$ cat src/rtl/reset_sequencer_pkg.sv
// Shared definitions for the staged reset sequencer.
// State encodings, reset cause codes and a sizing helper.
package reset_sequencer_pkg;

  localparam logic [1:0] ST_ASSERT  = 2'd0;
  localparam logic [1:0] ST_HOLD    = 2'd1;
  localparam logic [1:0] ST_RELEASE = 2'd2;
  localparam logic [1:0] ST_RUN     = 2'd3;

  localparam logic [1:0] CAUSE_EXT = 2'b01;
  localparam logic [1:0] CAUSE_SW  = 2'b10;

  function automatic int max2(input int a, input int b);
    return (a > b) ? a : b;
  endfunction

endpackage

$ cat src/rtl/reset_sequencer_sync.sv
// Reset deassertion synchroniser: a chain of async-set flops.
// Ports: clk, clr (async set), sync_rst (synchronised, active high).
module dff_async_set (
  input  logic clk,
  input  logic set,
  input  logic ce,
  input  logic d,
  output logic q
);

  always_ff @(posedge clk or posedge set) begin
    if (set) begin
      q <= 1'b1;
    end else if (ce) begin
      q <= d;
    end
  end

endmodule

module reset_sync #(
  parameter int sync_stages = 2
) (
  input  logic clk,
  input  logic clr,
  output logic sync_rst
);

  logic [sync_stages-1:0] q;

  for (genvar i = 0; i < sync_stages; i++) begin : g_chain
    if (i == 0) begin : g_first
      dff_async_set u_ff (
        .clk (clk),
        .set (clr),
        .ce  (1'b1),
        .d   (1'b0),
        .q   (q[0])
      );
    end else begin : g_next
      dff_async_set u_ff (
        .clk (clk),
        .set (clr),
        .ce  (1'b1),
        .d   (q[i-1]),
        .q   (q[i])
      );
    end
  end

  assign sync_rst = q[sync_stages-1];

endmodule

$ cat src/rtl/reset_sequencer.sv
// Staged reset generator: async assert, sync staged release.
// Ports: clk, clr, sw_rst_req in; rst_out, ready, sw_rst_ack, rst_cause out.
module reset_sequencer
  import reset_sequencer_pkg::*;
#(
  parameter int sync_stages = 2,
  parameter int hold_cycles = 16,
  parameter int nout        = 3,
  parameter int stage_gap   = 4
) (
  input  logic            clk,
  input  logic            clr,
  input  logic            sw_rst_req,
  output logic [nout-1:0] rst_out,
  output logic            ready,
  output logic            sw_rst_ack,
  output logic [1:0]      rst_cause
);

  localparam int CW = $clog2(max2(hold_cycles, stage_gap)) + 1;
  localparam int IW = $clog2(nout) + 1;

  localparam logic [CW-1:0] HOLD_LAST = CW'(hold_cycles - 1);
  localparam logic [CW-1:0] GAP_LAST  = CW'(stage_gap - 1);
  localparam logic [IW-1:0] IDX_LAST  = IW'(nout - 1);

  logic          sync_rst;
  logic [1:0]    state;
  logic [CW-1:0] cnt;
  logic [IW-1:0] idx;

  reset_sync #(
    .sync_stages (sync_stages)
  ) u_sync (
    .clk      (clk),
    .clr      (clr),
    .sync_rst (sync_rst)
  );

  always_ff @(posedge clk or posedge clr) begin
    if (clr) begin
      state      <= ST_ASSERT;
      cnt        <= '0;
      idx        <= '0;
      rst_out    <= '1;
      ready      <= 1'b0;
      sw_rst_ack <= 1'b0;
      rst_cause  <= CAUSE_EXT;
    end else begin
      sw_rst_ack <= 1'b0;
      unique case (state)
        ST_ASSERT: begin
          if (!sync_rst) begin
            state <= ST_HOLD;
            cnt   <= '0;
          end
        end
        ST_HOLD: begin
          if (cnt == HOLD_LAST) begin
            rst_out[0] <= 1'b0;
            cnt        <= '0;
            idx        <= IW'(1);
            if (nout == 1) begin
              state <= ST_RUN;
              ready <= 1'b1;
            end else begin
              state <= ST_RELEASE;
            end
          end else begin
            cnt <= cnt + CW'(1);
          end
        end
        ST_RELEASE: begin
          if (cnt == GAP_LAST) begin
            // mask form avoids an index wider than rst_out
            rst_out <= rst_out & ~(nout'(1) << idx);
            idx     <= idx + IW'(1);
            cnt     <= '0;
            if (idx == IDX_LAST) begin
              state <= ST_RUN;
              ready <= 1'b1;
            end
          end else begin
            cnt <= cnt + CW'(1);
          end
        end
        ST_RUN: begin
          if (sw_rst_req) begin
            rst_out    <= '1;
            ready      <= 1'b0;
            rst_cause  <= CAUSE_SW;
            sw_rst_ack <= 1'b1;
            state      <= ST_HOLD;
            cnt        <= '0;
            idx        <= '0;
          end
        end
        default: begin
          state <= ST_ASSERT;
        end
      endcase
    end
  end

endmodule
$ cat config.mk
export PLATFORM = sky130hd
export DESIGN_NAME = reset_sequencer
export DESIGN_NICKNAME = d
export VERILOG_FILES = /design/src/rtl/reset_sequencer_pkg.sv /design/src/rtl/reset_sequencer_sync.sv /design/src/rtl/reset_sequencer.sv
export SDC_FILE = /design/constraint.sdc
export NUM_CORES = 1
export LEC_CHECK = 0
export BUFFER_PORTS_ARGS = -buffer_cell sky130_fd_sc_hd__buf_4
export CAP_MARGIN = 5
export CORE_MARGIN = 5
export CORE_UTILIZATION = 57
export CTS_BUF_LIST = sky130_fd_sc_hd__clkbuf_4 sky130_fd_sc_hd__clkbuf_8 sky130_fd_sc_hd__clkbuf_16
export CTS_CLUSTER_DIAMETER = 30
export DETAILED_ROUTE_END_ITERATION = 6
export GPL_ROUTABILITY_DRIVEN = 1
export PLACE_DENSITY = 0.79
export SYNTH_ARGS = -nofsm -noshare
export SYNTH_HDL_FRONTEND = slang
export SYNTH_SLANG_ARGS = --single-unit
$ cat constraint.sdc
create_clock -name clk -period 2.7 [get_ports clk]
set_input_delay 0.54 -clock clk [delete_from_list [all_inputs] [get_ports clk]]
set_output_delay 0.54 -clock clk [all_outputs]
set_load 0.005 [all_outputs]
==> impl_metrics.tcl, run 1 <==
set metrics [dict create \
    status "finished clean" \
    ys_warn_count 0 \
    areaGrowthSynthToFinish_pct 11.12 \
    antenna_found_initial 0 \
    setup_viol 0 \
    grt-ovfl-total 0 \
    final_cell_area_um2 1212 \
    leakage_nw 0.5616 \
    postCtsSetupRepairBufs 0 \
    fin_hold_ws_ns 0.3467 \
    layout-drive-gt1-share 0.2017 \
    hp-class "input pin to async pin" \
    grt_usage 0.1711 \
    totalWireLength_um 2005 \
    hold_violations 0 \
    fin_util 0.6872 \
    synth_top_area_cell "dfrtp_1" \
    arrival_ns 2.27 \
    cts_buffers 3 \
    reg2reg_depth 7 \
    tightest_slew_ns 0.7132 \
    rsz0062_at_grt "no" \
    dieArea_um2 2889 \
    cts.clk_slew.worst_paths_ns 0.11 \
    postRouteAntennaNets 0 \
    irDropWorstVdd_mv 0.7257 \
    clock.fmax_mhz 479.9 \
    dp.cells 140 \
    die_height_um 53.75 \
    via_per_inst 5.625 \
    grt_pass1_wl_um 3443 \
    io_buffers 9 \
    remaining_drc_errors 0 \
    relSlewSlack 0.5240 \
    dr_total_vias 810 \
    critPathKind "flip-flop to flip-flop" \
    critPathBufInv 1 \
    layout.nets 135 \
    cts_buffer_depth 2 \
    syn_nets 123 \
    critical_path.top_delay_family "simple AND/OR/NAND/NOR gates" \
    finClkSkew_ns 0.008005 \
    place.gp.congestion 0.8080 \
    cts_tree "yes" \
    dr.pass1.iters 4 \
    r2r_setup_slack_ns 0.62 \
    synthCells 108 \
    fin_crit_ns 2.084 \
    worstPathCellList "ha_1 -> nand3_1 -> inv_1 -> ha_1 -> nor2b_1 -> nand4b_1 -> mux2_2" \
    clkLatencyLatePin_ns 0.30 \
    netlist-cell-type-count 33 \
    power.density_nw_per_um2 947.1 \
    cap_violations 0 \
    finalNonFillerCells 144 \
    start_kind "flip-flop" \
    critPathMostFrequentCell "ha_1" \
    start_util 0.6184 \
    grt_pass1_vias 750 \
    tns_ns 0 \
    die_w_um 53.75 \
    slowest_delay_ns 0.41 \
    coreArea_um2 1764 \
    crit_fanout 7 \
    slew_violations 0 \
    postCtsResizedCells 0 \
    drtIter0Drc 21 \
    grt_max_degree 20 \
    fin_ws_ns 0.6164 \
    crit_slowest_cell "dfrtp_1" \
    synth.top_cells.by_area "dfrtp_1 30%, dfstp_2 14%, ha_1 14%" \
    pin_count 10 \
    hpwl_um 1487 \
    fillers 148 \
    root_buffer "clkbuf_4" \
    avgSynthCellArea_um2 10.10 \
    required_ns 2.88 \
    clock_sinks 19 \
    reg2reg_from "cnt[0]$_DFFE_PP0P_" \
    synth_top_cell_area_share 0.2982 \
    finalCritPeriodShare 0.7717 \
    synth_seq_area_share 0.4427 \
    wl_per_cell_um 13.92 \
    dp_slack_ns 0.6318 \
    place_area_um2 1182 \
    antenna_cells 0 \
    ys_ff_latch 19 \
    rows 15 \
    htree_levels 1 \
    mostFrequentLayoutCells "13 x dfrtp_1, 12 x inv_1, 12 x nand2_1, 12 x ha_1, 9 x buf_4" \
    syn-cell-area_um2 1091 \
    end_kind "flip-flop" \
    total_power_mw 1.148 \
    mostFrequentLayoutCell "dfrtp_1" \
    holdBufCountCts 0 \
    reg2reg_to "state[1]$_DFFE_PP0P_" \
]
## how the worst max path moves through the flow
stage	startpoint	end	slack [ns]	cells after the start
after floorplan	cnt[0]$_DFFE_PP0P_	state[1]$_DFFE_PP0P_	0.77	7
after global placement	cnt[0]$_DFFE_PP0P_	state[1]$_DFFE_PP0P_	0.69	7
after detailed placement	cnt[0]$_DFFE_PP0P_	state[1]$_DFFE_PP0P_	0.63	7
after CTS	cnt[0]$_DFFE_PP0P_	state[1]$_DFFE_PP0P_	0.60	7
after global routing	cnt[0]$_DFFE_PP0P_	state[1]$_DFFE_PP0P_	0.50	7
final	cnt[0]$_DFFE_PP0P_	state[1]$_DFFE_PP0P_	0.62	7
## metal layers
metal,part of all wire,up-vias,track usage
met5,0,-,0
met4,0.035,0,0.1106
met3,0.048,8,0.04155
met2,0.46,22,0.2520
met1,0.46,383,0.2220
li1,-,397,-
## flip-flops by register name, summed over array words and instances, names as in the netlist
| register | cells |
|---|---|
| rst_out | 3 |
| state | 2 |
| u_sync.g_chain.g_first.u_ff.q | 1 |
| u_sync.g_chain.g_next.u_ff.q | 1 |
| rst_cause | 2 |
| idx | 3 |
| ready | 1 |
| sw_rst_ack | 1 |
| cnt | 5 |
## kinds of logic after synthesis
family / synth area share
compound gates: 0.1755
fa+ha+maj: 0.1376
buf+inv: 0.04816
flops: 0.4427
mux: 0.02867
other cells: 0.003437
simple gates: 0.1640
## synthesized netlist by cell type, drive strengths merged
cell type / instances
clkbuf: 2
a32o: 1
dfstp: 6
nand2: 12
nand4b: 1
nor3: 1
nand3: 5
o211ai: 1
and2: 3
nor2: 3
or4b: 1
a22o: 1
conb: 1
a31o: 1
nor3b: 1
mux2: 1
o21ai: 9
nor2b: 4
dfrtp: 13
mux2i: 2
a21oi: 3
a2111oi: 1
o2111ai: 1
o2bb2ai: 1
a32oi: 1
inv: 12
nand2b: 3
o22ai: 1
a211o: 2
o31ai: 2
ha: 12
## final cells by class
type	count	area, µm²	share of cell area
clock buffers	4	30.03	0.02477
repair buffers	9	67.56	0.05573
well taps	25	31.28	0.02580
multi-input cells	75	555.5	0.4582
flip-flops and latches	19	483.0	0.3983
inverters	12	45.04	0.03715
## power breakdown
part	internal (mW)	switching (mW)	total (mW)	leakage (nW)
combinational	0.246	0.335	0.581	0.315
clock	0.0676	0.0850	0.153	0.0184
sequential	0.361	0.0539	0.415	0.228
total	0.674	0.474	1.15	0.562
No activity file was read; power rests on OpenSTA's default activity.
==> run 2: changes to the inputs <==
--- a/config.mk
+++ b/config.mk
@@ -8,12 +8,12 @@
 export BUFFER_PORTS_ARGS = -buffer_cell sky130_fd_sc_hd__buf_4
 export CAP_MARGIN = 5
 export CORE_MARGIN = 5
-export CORE_UTILIZATION = 57
+export CORE_UTILIZATION = 51
 export CTS_BUF_LIST = sky130_fd_sc_hd__clkbuf_4 sky130_fd_sc_hd__clkbuf_8 sky130_fd_sc_hd__clkbuf_16
 export CTS_CLUSTER_DIAMETER = 30
 export DETAILED_ROUTE_END_ITERATION = 6
 export GPL_ROUTABILITY_DRIVEN = 1
-export PLACE_DENSITY = 0.79
+export PLACE_DENSITY = 0.75
 export SYNTH_ARGS = -nofsm -noshare
 export SYNTH_HDL_FRONTEND = slang
 export SYNTH_SLANG_ARGS = --single-unit
==> constraint.sdc (replaced) <==
create_clock -name clk -period 1.71 [get_ports clk]
set_input_delay 0.342 -clock clk [delete_from_list [all_inputs] [get_ports clk]]
set_output_delay 0.342 -clock clk [all_outputs]
set_load 0.005 [all_outputs]
==> run 2 against run 1 <==
Against the previous run:
- the flow now finishes with violations (setup timing)
- setup slack got worse by 0.75 ns
- non-clock buffer count rose by 16
- clock power rose by 52%
==> impl_metrics.tcl, run 2 (synthesis gave the netlist of run 1 again) <==
set metrics [dict create \
    grt_pass1_wl_um 4098 \
    start_kind "flip-flop" \
    power.density_nw_per_um2 1521 \
    leakage_nw 0.6410 \
    r2r_setup_slack_ns -0.14 \
    rsz0062_at_grt "yes" \
    place_area_um2 1303 \
    violations "setup timing" \
    io_buffers 9 \
    mostFrequentLayoutCells "25 x buf_4, 13 x dfrtp_1, 12 x inv_1, 12 x nand2_1, 10 x ha_1" \
    via_per_inst 5.284 \
    final_cell_area_um2 1358 \
    pin_count 10 \
    die_height_um 56.25 \
    start_util 0.5450 \
    total_power_mw 2.065 \
    setup_viol 8 \
    clkLatencyLatePin_ns 0.30 \
    grt_pass1_vias 899 \
    rows 16 \
    clock_sinks 19 \
    dp.cells 157 \
    fin_crit_ns 1.848 \
    hpwl_um 1772 \
    arrival_ns 2.06 \
    regMostFlops "cnt" \
    holdBufCountCts 0 \
    grt-ovfl-total 0 \
    fin_hold_ws_ns 0.03993 \
    crit_fanout 5 \
    hold_violations 0 \
    cts_buffer_depth 2 \
    cap_violations 0 \
    postRouteAntennaNets 0 \
    remaining_drc_errors 0 \
    totalWireLength_um 2274 \
    required_ns 1.92 \
    finClkSkew_ns 0.008523 \
    cp-startpoint "cnt[1]$_DFFE_PP0P_" \
    cts_tree "yes" \
    reg2reg_to "idx[2]$_DFFE_PP0P_" \
    cts.clk_slew.worst_paths_ns 0.11 \
    root_buffer "clkbuf_4" \
    fin_util 0.6781 \
    slew_violations 0 \
    critPathKind "flip-flop to flip-flop" \
    end_kind "flip-flop" \
    coreArea_um2 2002 \
    htree_levels 1 \
    fin_ws_ns -0.1380 \
    dieArea_um2 3164 \
    dr.pass1.iters 4 \
    irDropWorstVdd_mv 0.9312 \
    reg2reg_depth 5 \
    endpoint "idx[2]$_DFFE_PP0P_" \
    drtIter0Drc 23 \
    grt_usage 0.1643 \
    finalCritPeriodShare 1.081 \
    cts_buffers 3 \
    largest_reg_flops 5 \
    reg_top3 "cnt x5, idx x3, rst_out x3" \
    die_w_um 56.25 \
    wl_per_cell_um 14.04 \
    grt_max_degree 20 \
    antenna_found_initial 0 \
    antenna_cells 0 \
    hp-class "input pin to async pin" \
    layout-drive-gt1-share 0.3481 \
    clock.fmax_mhz 541.1 \
    place.gp.congestion 0.8088 \
    dr_total_vias 856 \
    layout.nets 151 \
    mostFrequentLayoutCell "buf_4" \
    reg2reg_from "cnt[1]$_DFFE_PP0P_" \
    finalNonFillerCells 162 \
    status "complete, but fails checks" \
    areaGrowthSynthToFinish_pct 24.43 \
]
## run 2: changes by cell type in the layout (fill, tap and decap cells not counted), sizes merged
cell	previous run	this run
clkbuf	4	3
buf	9	25
clkinv	0	1
## run 2: stage by stage
stage / worst slack, ns / setup TNS (ns)
after floorplan: -0.1196 / -0.2867
after global placement: -0.08472 / -0.2800
after detailed placement: -0.1348 / -0.6324
after CTS: -0.1318 / -0.6109
after global routing: -0.2482 / -1.696
final: -0.1380 / -0.6719
## run 2: worst min path at each step
stage / startpoint / end
4_1_cts: clr / ready$_DFFE_PP0P_
2_1_floorplan: clr / cnt[0]$_DFFE_PP0P_
3_3_place_gp: u_sync.g_chain[0].g_first.u_ff.q$_DFF_PP1_ / u_sync.g_chain[1].g_next.u_ff.q$_DFF_PP1_
5_1_grt: clr / ready$_DFFE_PP0P_
6_report: clr / ready$_DFFE_PP0P_
3_5_place_dp: u_sync.g_chain[0].g_first.u_ff.q$_DFF_PP1_ / u_sync.g_chain[1].g_next.u_ff.q$_DFF_PP1_
## run 2: worst max-delay path, stage by stage, from the launching register on
cell and delay [ns]:
dfrtp_1 0.37, ha_2 0.21, or4b_4 0.52, a2111oi_4 0.34, o21ai_1 0.11, a32o_1 0.21
## run 2: repair_timing
action                     CTS  global route
setup endpoints to repair    9            13
gates resized for setup      5             4
setup buffers                0             1
pin swaps                    3             3
## run 2: final cells by class
class	instances	area (µm²)
sequential	19	483.0
timing repair buffer	25	187.7
fill	155	644.4
multi-input combinational	75	580.6
inverter	12	45.04
clock inverter	1	5.005
clock buffer	3	22.52
tap	27	33.78
## run 2: layer usage
layer	GRT usage	share of wire	wire, µm	up-vias
met3	0.02523	0.039	89	6
met1	0.2173	0.46	1036	407
met5	0	0	0	-
li1	-	-	-	426
met4	0.1017	0.018	41	0
met2	0.2504	0.49	1107	17
## run 2: where the power goes
group / total [mW] / internal, mW / switching, mW
sequential: 0.656 / 0.570 / 0.0858
combinational: 1.18 / 0.571 / 0.606
clock: 0.232 / 0.0873 / 0.145
